**src/rtl/vga_sync_monitor.sv**
```systemverilog
// Receive-side VGA timing monitor: rebuilds active-pixel coordinates from hs/vs/blank,
// measures line/frame timing against the nominal parameters, and reports lock plus sticky errors.
module vga_sync_monitor #(
  parameter int H_TOTAL     = 800,
  parameter int H_SYNC      = 96,
  parameter int H_ACTIVE    = 640,
  parameter int V_TOTAL     = 525,
  parameter int V_SYNC      = 2,
  parameter int LOCK_FRAMES = 2
) (
  input  logic       Clk,
  input  logic       Reset,
  input  logic       hs,
  input  logic       vs,
  input  logic       blank,
  input  logic       clr_err,
  output logic       rx_de,
  output logic [9:0] rx_x,
  output logic [9:0] rx_y,
  output logic       frame_start,
  output logic       locked,
  output logic [4:0] err_flags
);

  localparam logic [1:0] SEARCH = 2'd0;
  localparam logic [1:0] TRACK  = 2'd1;
  localparam logic [1:0] LOCKED = 2'd2;

  function automatic logic [9:0] sat_inc(input logic [9:0] v);
    return (v == 10'h3ff) ? v : v + 10'd1;
  endfunction

  logic       hs_q, vs_q;
  logic [9:0] h_cnt, hs_lo, act_cnt, v_cnt, vs_lo, act_lines, good;
  logic       h_seen, v_seen, frame_err;
  logic [1:0] state, state_nxt;
  logic [9:0] good_nxt, good_inc;
  logic       hs_fall, hs_rise, vs_fall, vs_rise;
  logic [4:0] err_ev;
  logic       any_err, close_err;

  assign hs_fall = hs_q & ~hs;
  assign hs_rise = ~hs_q & hs;
  assign vs_fall = vs_q & ~vs;
  assign vs_rise = ~vs_q & vs;

  // Every check is gated by a seen-flag so the partial period after reset is never judged.
  assign err_ev[0] = hs_fall & h_seen & (h_cnt != 10'(H_TOTAL - 1));
  assign err_ev[1] = hs_rise & h_seen & (hs_lo != 10'(H_SYNC));
  assign err_ev[2] = hs_fall & h_seen & (act_cnt != 10'd0) & (act_cnt != 10'(H_ACTIVE));
  assign err_ev[3] = vs_fall & v_seen & (v_cnt != 10'(V_TOTAL - 1));
  assign err_ev[4] = vs_rise & v_seen & (vs_lo != 10'(V_SYNC));
  assign any_err   = |err_ev;
  // An error landing on the vs fall itself belongs to the frame being closed.
  assign close_err = frame_err | any_err;
  assign good_inc  = sat_inc(good);

  always_comb begin
    state_nxt = state;
    good_nxt  = good;
    case (state)
      SEARCH: if (vs_fall) begin
        state_nxt = TRACK;
        good_nxt  = 10'd0;
      end
      TRACK: if (vs_fall) begin
        good_nxt = close_err ? 10'd0 : good_inc;
        if (!close_err && (good_inc >= 10'(LOCK_FRAMES))) state_nxt = LOCKED;
      end
      LOCKED: if (any_err) begin
        state_nxt = TRACK;
        good_nxt  = 10'd0;
      end
      default: begin
        state_nxt = SEARCH;
        good_nxt  = 10'd0;
      end
    endcase
  end

  always_ff @(posedge Clk) begin
    if (Reset) begin
      hs_q        <= 1'b1;
      vs_q        <= 1'b1;
      h_cnt       <= '0;
      hs_lo       <= '0;
      act_cnt     <= '0;
      v_cnt       <= '0;
      vs_lo       <= '0;
      act_lines   <= '0;
      good        <= '0;
      h_seen      <= 1'b0;
      v_seen      <= 1'b0;
      frame_err   <= 1'b0;
      state       <= SEARCH;
      rx_de       <= 1'b0;
      rx_x        <= '0;
      rx_y        <= '0;
      frame_start <= 1'b0;
      locked      <= 1'b0;
      err_flags   <= '0;
    end else begin
      hs_q <= hs;
      vs_q <= vs;

      h_cnt <= hs_fall ? 10'd0 : sat_inc(h_cnt);
      if (hs_fall) h_seen <= 1'b1;
      // The falling sample is itself the first low cycle of the pulse.
      if (hs_fall)  hs_lo <= 10'd1;
      else if (!hs) hs_lo <= sat_inc(hs_lo);
      if (hs_fall)     act_cnt <= 10'd0;
      else if (blank)  act_cnt <= sat_inc(act_cnt);

      if (vs_fall)      v_cnt <= 10'd0;
      else if (hs_fall) v_cnt <= sat_inc(v_cnt);
      if (vs_fall) begin
        v_seen <= 1'b1;
        vs_lo  <= {9'd0, hs_fall};
      end else if (!vs && hs_fall) begin
        vs_lo  <= sat_inc(vs_lo);
      end
      if (vs_fall)                           act_lines <= 10'd0;
      else if (hs_fall && act_cnt != 10'd0)  act_lines <= sat_inc(act_lines);

      rx_de <= blank;
      if (blank) begin
        rx_x <= act_cnt;
        rx_y <= act_lines;
      end
      frame_start <= vs_fall;

      err_flags <= (clr_err ? 5'd0 : err_flags) | err_ev;
      frame_err <= vs_fall ? 1'b0 : (frame_err | any_err);
      state     <= state_nxt;
      good      <= good_nxt;
      locked    <= (state_nxt == LOCKED);
    end
  end

endmodule

```
**config.mk**
```make
export PLATFORM = sky130hd
export DESIGN_NAME = vga_sync_monitor
export DESIGN_NICKNAME = d
export VERILOG_FILES = /design/src/rtl/vga_sync_monitor.sv
export SDC_FILE = /design/constraint.sdc
export NUM_CORES = 1
export LEC_CHECK = 0
export CAP_MARGIN = 15
export CORE_MARGIN = 10
export CORE_UTILIZATION = 53
export DETAILED_ROUTE_END_ITERATION = 6
export GPL_ROUTABILITY_DRIVEN = 0
export PLACE_DENSITY = 0.82
export SLEW_MARGIN = 20
export SYNTH_ARGS = -nofsm -noshare
export SYNTH_HDL_FRONTEND = slang
export SYNTH_SLANG_ARGS = --single-unit
```
**constraint.sdc**
```tcl
create_clock -name Clk -period 2.1 [get_ports Clk]
set_input_delay 0.21 -clock Clk [delete_from_list [all_inputs] [get_ports Clk]]
set_output_delay 0.21 -clock Clk [all_outputs]
set_load 0.02 [all_outputs]
```
Word-level counts from Yosys, hierarchy flattened
Index checks and enable logic that the tools add are counted.
Widths: inputs -> output; s select.
- output and inout bits: 28
- register bits: 105
- input bits: 6
- logic and storage cells: 112
- bitwise logic cells: 25
- mux-type cells: 18
- equality and inequality tests: 21
- order comparisons: 1
- reductions and logical operators: 19
- $add $sub $neg: 7
- operators with widths (cell ; count):
    $add 10x1->10 const B ; 7
    $eq 10x10->1 const B ; 7
    $mux 10 ; 5
    $ne 10x10->1 const B ; 3
    $pmux 10 s3 ; 1
    $and 1x1->1 ; 14
    $reduce_and 2->1 ; 7
    $ge 10x2->1 const B ; 1
    $ne 10x2->1 const B ; 1
    $ne 10x7->1 const B ; 1
    $ne 2x2->1 const B ; 5
    $reduce_bool 10->1 ; 1
    $not 1->1 ; 9
    $mux 2 ; 4
    $mux 1 ; 6
    $pmux 2 s3 ; 1
    $mux 5 ; 1
    $or 5x5->5 ; 1
    $reduce_or 5->1 ; 1
    $eq 2x2->1 const B ; 2
    $reduce_or 2->1 ; 2
    $logic_and 1x1->1 ; 3
    $reduce_and 3->1 ; 1
    $eq 2x1->1 const B ; 1
    5 further kinds ; 6

Depth between registers and ports, before layout
Gate-level depths: netlist of the first run.
- depth in word-level cells: 13
- gate-level depth with buffers: 9
- gate-level depth less buffers: 8

Worst setup path after synthesis of the first run
OpenSTA, ideal clock, no wires.
- kind: reg2reg
- start: register good[0]
- end: register good[0]
- setup time: 0.058 ns
- slack: 0.116 ns
- path buffers: 0
- arrival: 1.926 ns
- required time: 2.042 ns
- clock period less this slack: 1.984 ns
- stages on the path, launching flop included: 7
- path through: dfxtp_1 > ha_1 > nand2_1 > nor4_1 > a21oi_1 > a311oi_2 > o21a_1
- longest elaborated chain between the ends: 5
- elaborated cells on any way between the ends: 6
- those cells by class: add/sub (1); eq/ne (1); mux (4)
- RTL lines (element ; RTL line ; text):
    start: declaration ; 34 ; logic [9:0] h_cnt, hs_lo, act_cnt, v_cnt, vs_lo, act_lines, good;
    start signal: assignment ; 135 ; good <= good_nxt;
    $add 10x1->10 / $eq 10x10->1 (equally long branches) ; 30 ; return (v == 10'h3ff) ? v : v + 10'd1;
    $mux 10 (*) ; 30 ;
    $mux 10 (*) ; 67 ; good_nxt = close_err ? 10'd0 : good_inc;
    $mux 10 (*) ; 66 ; TRACK: if (vs_fall) begin
    $pmux 10 s3 (*) ; 61 ; case (state)
Every way passes the cells marked *; elsewhere a longest branch is shown, timed or not. The select of a mux whose other input is x is not followed.
A chain may end at the register's enable or synchronous reset.

Worst setup path in the final report of the first run
- start: register h_cnt[0]
- end: register h_cnt[9]
- longest elaborated chain between the ends: 1
- elaborated cells on any way between the ends: 2
- those cells by class: add/sub (1); eq/ne (1)
- RTL lines (element ; RTL line ; text):
    start: declaration ; 34 ;
    start signal: assignment ; 106 ; h_cnt <= hs_fall ? 10'd0 : sat_inc(h_cnt);
    $add 10x1->10 / $eq 10x10->1 (equally long branches) ; 30 ;
Parallel ways exist; a longest one is shown, timed or not.

==> results of run 1 <==
==> critical path, cell delays in order (launching register included) <==
cell and delay [ns]:
dfxtp_2 0.36, ha_1 0.22, and4_2 0.26, and3_1 0.22, or4b_2 0.68, o21ai_0 0.11
nor2_1 0.07
==> sequential cells by signal, summed over array words and instances, names as in the netlist, 2 cells and up <==
name,flops
act_cnt,10
act_lines,10
good,10
h_cnt,10
hs_lo,10
rx_x,10
rx_y,10
v_cnt,10
vs_lo,10
err_flags,5
state,2
==> routing by layer <==
metal  track usage  part of all wire
met5             0                 0
met4        0.0498            0.0084
met3        0.0506             0.047
met2         0.256              0.49
met1         0.192              0.45
==> kinds of logic (layout without fill, tap and decap cells) <==
| kind of cell | count (synthesis) | in the layout | synth area share |
|---|---|---|---|
| mux | 23 | 23 | 0.0476 |
| fa+ha+maj | 11 | 11 | 0.0285 |
| buf+inv | 39 | 99 | 0.0305 |
| flops | 105 | 105 | 0.435 |
| xor+xnor | 40 | 40 | 0.0725 |
| compound gates | 91 | 91 | 0.125 |
| simple gates | 249 | 249 | 0.261 |
==> per-stage QoR <==
stage	setup TNS [ns]	setup slack [ns]	util
global route	-0.0293	-0.0293	0.649
floorplan	0	0.116	-
finish	0	0.0805	0.649
detailed placement	-0.259	-0.0848	0.619
CTS	0	0.00667	0.642
global placement	0	0.0238	0.619
==> cells in the final DEF (no fill, tap or decap), drive strengths merged, types with 5 or more instances in the layout <==
cell type      count
a211oi             5
a21oi             39
a31oi              6
and2               5
and3               8
and4               5
buf               30
clkbuf             9
clkdlybuf4s50     33
dfxtp            105
ha                11
inv               24
mux2i             23
nand2             35
nand2b             6
nand3             21
nand4             22
nor2              97
nor3              14
o21ai             14
or2                5
or3               15
xnor2             17
xor2              23
==> what timing repair did <==
| item | 4_1_cts | 5_1_grt |
|---|---|---|
| endpoints found under the setup margin | 0 | 13 |
| resized for setup | 0 | 10 |
| setup buffers | 0 | 2 |
| hold buffers | 0 | 0 |
| endpoints found under the hold margin | 0 | 0 |
==> worst max-delay path by stage <==
stage                  start  cells past startpoint  endpoint
floorplan            good[0]                      6   good[0]
global placement          hs                      6  vs_lo[5]
detailed placement        hs                      7  vs_lo[8]
CTS                 v_cnt[1]                      8   good[8]
global route        h_cnt[0]                      6  h_cnt[9]
finish              h_cnt[0]                      6  h_cnt[9]
==> area by class of cell <==
class | instances | area, µm²
fillers | 699 | 3090
multi-input cells | 414 | 2630
flip-flops and latches | 105 | 2110
repair buffers | 63 | 568
well taps | 108 | 135
clock buffers | 9 | 124
clock inverters | 7 | 80.1
inverters | 20 | 75.1
==> synthesized netlist by cell type, drive strengths merged (4+ instances only) <==
master and n:
clkbuf 16, nor2 97, or2 5, xor2 23, and4 5, inv 20
mux2i 23, ha 11, nor4b 4, a211oi 5, a21oi 39, o21bai 4
nand4 22, and3 8, o21ai 14, a21o 4, nand2b 6, a31oi 6
nand3 21, and2 5, xnor2 17, a41oi 4, nor3 14, or3 15
nand2 35, dfxtp 105
==> power groups by stage <==
stage          sequential (µW)  combinational, µW  clock, µW
4_1_cts                   2050                289       1290
2_1_floorplan             2100                184          0
3_3_place_gp              2090                278          0
3_5_place_dp              2090                287          0
6_report                  2050                294       1270
5_1_grt                   2060                324       1380
==> results by group, run 1 <==
Outcome
  – Outcome: finished clean

Synthesis
  – Syn_area_per_cell: just under 9 µm²
  – Post-synth EDFFs: 0
  – Synth area leader: dfxtp_1
  – Ys flop type: dfxtp_1
  – Synth Instances: about 560
  – Yosys reg bits: between 100 and 150
  – Mapped Nets: 575
  – Post-synth top area share: 0.435
  – Ranking of synthesized cells by area: dfxtp_1, nor2_1, mux2i_1, xor2_1, a21oi_1
  – Register area share after synthesis: 0.435
  – Cell Area, Synth: 0.00483 mm²
  – Ys async rst share: 0
  – Synth cell types: 57
  – Yosys warns: 0

Finish
  – Finished Layout Cells: 726
  – Share of post-route cells with drive strength above 1: 0.118
  – Area Growth Syn to Fin: 18.2%
  – Nets: 630
  – Final Instance Area: 0.00571 mm²
  – Antenna fix cells: 0

Clock network
  – Max Root-Sink Buffers: 2
  – Inserted Clock Buffers: 9
  – H-tree depth: 3
  – TritonCTS clock tree: built
  – Sink Count: about 110
  – Reg clk slew, reported paths: between 0.1 and 0.15 ns
  – Worst-skew pair later-pin latency: 0.38 ns
  – CTS Root Buffer Type: clkbuf_8

Setup path
  – Crit. End Element: register
  – WS Path Type: register to register
  – CP startpoint kind: register
  – Reg2reg path depth: 6
  – Crit-path max FO: 5
  – WP data required: 2.37 ns
  – Crit Reg-Reg Endpoint: h_cnt[9]
  – FF-to-FF Start: h_cnt[0]
  – Worst reg-to-reg setup slack: 0.08 ns
  – Worst endpoint data arrival time: 2.29 ns

STA
  – Max frequency: 0.495 GHz
  – Skew final: ~0.016 ns
  – Tcrit/Tclk final: 0.962
  – Final Hold Viols: 0
  – Slew margin rel.: 0.694
  – Tmin final: 2.02 ns
  – Slew Limit Fails: 0
  – Final setup fails: 0
  – Worst Tran Pin Value: between 0.4 and 0.5 ns
  – Hold Slack: 0.479 ns

Power and ir drop
  – Sw Ratio: 0.272
  – Final total power: 3620 µW
  – Flop pwr share: 0.567
  – Gate power share: 0.081
  – Internal power: 2630 µW
  – Clock Power Share: 0.351
  – Static Leakage: roughly 0.0021 µW
  – Power Density: 633 mW/mm²
  – IR drop worst, VDD: between 0.0005 and 0.0006 V
  – Sw Pwr: 985 µW

Floorplan
  – Total I/O pin count: 34
  – Initial Util: 0.549
  – DIE AREA: 0.0133 mm²
  – Core area: 0.00881 mm²
  – Die width: 115 µm
  – Die Ht: 115 µm
  – Row cnt: 34

Drt
  – Vias post-DR: 4050
  – First drt pass iteration count: 4
  – Final WL: 10.3 mm
  – DR vias/cell: 5.58
  – Initial DRC Count: 246
  – DRC viols: 0
  – WL per Instance: about 14 µm
  – Antenna Nets Post-Route: 0

Job
  – MaxCap Viol Count: 0

Placed design
  – DP Area: 0.00545 mm²
  – Port bufs: 33
  – Final HPWL DP: 7.23 mm
  – Placed cell count: 708

Global routing
  – Largest net degree at the start of global routing: 36
  – Vias in the first global route: 3794
  – Gr ovfl total: 0
  – Initial antenna violation count: 0
  – First-pass GRT wire length: 17.5 mm
  – All-Layer GR Usage: 0.157

Hold path
  – Hold_sp: h_seen
  – Classification of the worst-slack hold path: register to register
  – Hold Path Depth: 2
  – Hold EP: h_seen
Note: power is estimated with default switching activity, not from simulation.
==> inputs of run 2 (changes only) <==
- CORE_ASPECT_RATIO: default -> 1.4
==> results by group, run 2 (same netlist as run 1, synthesis figures left out) <==
STA
  – Max frequency: 0.492 GHz (was 0.495 GHz)
  – TNS Setup: 0 ns (unchanged)
  – Final worst slack: 0.0667 ns (was 0.0805 ns)
  – Slew margin rel.: 0.732 (was 0.694)
  – Final Hold Viols: 0 (unchanged)
  – RSZ-0062 raised after global routing: yes
  – Tcrit/Tclk final: 0.968 (was 0.962)
  – Slew Limit Fails: 0 (unchanged)
  – Worst Tran Pin Value: 0.401 ns (was 0.459 ns)
  – Tmin final: 2.03 ns (was 2.02 ns)
  – Final setup fails: 0 (unchanged)
  – Skew final: 0.00861 ns (was 0.0161 ns)

Finish
  – Nets: 638 (was 630)
  – Sequential cell area: 0.00210 mm² (was 0.00211 mm²)
  – # fillers: 695 (was 699)
  – Commonest cells after routing, fill and taps aside: dfxtp_1, nor2_1, a21oi_1 (unchanged)
  – Most common cell after layout, fill and taps aside: dfxtp_1 (unchanged)
  – Area Growth Syn to Fin: 21.1% (was 18.2%)
  – Share of post-route cells with drive strength above 1: 0.125 (was 0.118)
  – Finished Layout Cells: 733 (was 726)
  – Multi-input gate area: 0.00263 mm² (unchanged)
  – Antenna fix cells: 0 (unchanged)

Setup path
  – Slowest stage delay, CP: 0.52 ns (was 0.68 ns)
  – Buf/Inv on CP: 1 (was 0)
  – Worst endpoint data arrival time: 2.27 ns (was 2.29 ns)
  – Worst setup path start: v_cnt[1] (was h_cnt[0])
  – Crit. End Element: register (unchanged)
  – Most used cell, CP: nand4_1
  – CP delay by family, top: simple AND/OR/NAND/NOR gates (unchanged)
  – Crit-path max FO: 5 (unchanged)
  – WS Path Type: register to register (unchanged)
  – CP startpoint kind: register (unchanged)
  – Slowest stage cell, crit path: or4_4 (was or4b_2)
  – WP data required: 2.34 ns (was 2.37 ns)
  – Crit path cell chain: inv_1 > ha_1 > nand4_1 > or4_4 > nand3_4 > nand4_1 > a41oi_1 > a21oi_1 (was ha_1 > and4_2 > and3_1 > or4b_2 > o21ai_0 > nor2_1)
  – FF-to-FF Start: v_cnt[1] (was h_cnt[0])

Drt
  – Initial DRC Count: 242 (was 246)
  – Final WL: 11.1 mm (was 10.3 mm)
  – WL per Instance: 15.1 µm (was 14.1 µm)
  – DR vias/cell: 5.83 (was 5.58)
  – Antenna Nets Post-Route: 0 (unchanged)
  – First drt pass iteration count: 5 (was 4)
  – DRC viols: 0 (unchanged)
  – Vias post-DR: 4272 (was 4050)

Placed design
  – Placed cell count: 711 (was 708)
  – DP Worst Slack: -0.0667 ns (was -0.0848 ns)
  – Final HPWL DP: 7.96 mm (was 7.23 mm)
  – Port bufs: 33 (unchanged)

Floorplan
  – Total I/O pin count: 34 (unchanged)
  – Initial Util: 0.538 (was 0.549)
  – Die Ht: 133 µm (was 115 µm)
  – Die width: 101 µm (was 115 µm)
  – DIE AREA: 0.0134 mm² (was 0.0133 mm²)
  – Row cnt: 41 (was 34)
  – Core area: 0.00898 mm² (was 0.00881 mm²)

Global routing
  – All-Layer GR Usage: 0.167 (was 0.157)
  – Initial antenna violation count: 0 (unchanged)
  – First-pass GRT wire length: 18.9 mm (was 17.5 mm)
  – Vias in the first global route: 4309 (was 3794)
  – Largest net degree at the start of global routing: 31 (was 36)
  – Gr ovfl total: 0 (unchanged)

Clock network
  – Worst-skew pair later-pin latency: 0.35 ns (was 0.38 ns)
  – Reg clk slew, reported paths: 0.07 ns (was 0.11 ns)
  – Inserted Clock Buffers: 9 (unchanged)
  – TritonCTS clock tree: built (unchanged)
  – Max Root-Sink Buffers: 2 (unchanged)
  – CTS Root Buffer Type: clkbuf_16 (was clkbuf_8)
  – H-tree depth: 3 (unchanged)
  – Sink Count: 105 (unchanged)

Hold path
  – Hold_sp: h_seen (unchanged)
  – Classification of the worst-slack hold path: register to register (unchanged)

Outcome
  – Outcome: finished clean (unchanged)

Power and ir drop
  – Static Leakage: 0.00217 µW (was 0.00208 µW)
  – Power Density: 680 mW/mm² (was 633 mW/mm²)
  – Final total power: 3980 µW (was 3620 µW)
  – IR drop worst, VDD: 0.000657 V (was 0.000568 V)

Job
  – MaxCap Viol Count: 0 (unchanged)
-- run 2: cell types whose count changed in the layout (fill, tap and decap cells not counted), moves of 2 or more --
cell / delta
clkbuf_8: -7
dfxtp_2: -3
dfxtp_1: +3
clkinv_4: +2
inv_8: -2
clkinv_8: -2
buf_4: +8
clkbuf_16: +9
-- run 2: tightest hold or removal path: cells and delay by family, from the launching register on --
kind                   cells  cell delay, ns
flip-flops                 1            0.33
buffers and inverters      1            0.05
AO/OA/AOI/OAI              1            0.05
-- run 2: power breakdown --
part	switching [µW]	internal [µW]	leakage, µW
combinational	172	139	0.00118
sequential	28.2	2020	0.000850
clock	750	875	0.000142
-- run 2: cell type report --
cell class	count	area share
well taps	107	0.0229
inverters	20	0.0128
flip-flops and latches	105	0.359
multi-input cells	414	0.448
clock buffers	11	0.0432
repair buffers	71	0.107
clock inverters	5	0.00662
-- run 2: what timing repair did --
action / 4_1_cts / 5_1_grt
hold endpoints to repair: 0 / 0
hold buffers: 0 / 0
setup endpoints to repair: 0 / 21
resized for setup: 0 / 7
buffers inserted: 0 / 6
-- run 2: per-stage QoR --
step / instance area, µm² / util / hold WS [ns]
final: 5860 / 0.652 / 0.468
after global placement: 5480 / 0.610 / 0.446
after CTS: 5770 / 0.643 / 0.467
after detailed placement: 5480 / 0.610 / 0.456
after floorplan: 4830 / - / 0.317
after global routing: 5860 / 0.652 / 0.493
-- run 2: metal layers --
metal	part of all wire	up-vias	GRT usage
met5	0	-	0
met4	0.023	0	0.0787
met3	0.053	24	0.0485
met2	0.53	108	0.296
met1	0.39	2053	0.172
li1	-	2087	-
-- run 2: final timing paths --
path / end / slack, ns / cells past startpoint
max reg2reg: good[8] / 0.07 / 8
max: good[8] / 0.07 / 8
min reg2reg: h_seen / 0.47 / 2
min: h_seen / 0.47 / 2
==> inputs of run 3 (changes only) <==
- CTS_CLUSTER_SIZE: default -> 20
==> results of run 3 <==
No change in the layout: final DEF, timing and power equal those of run 2.
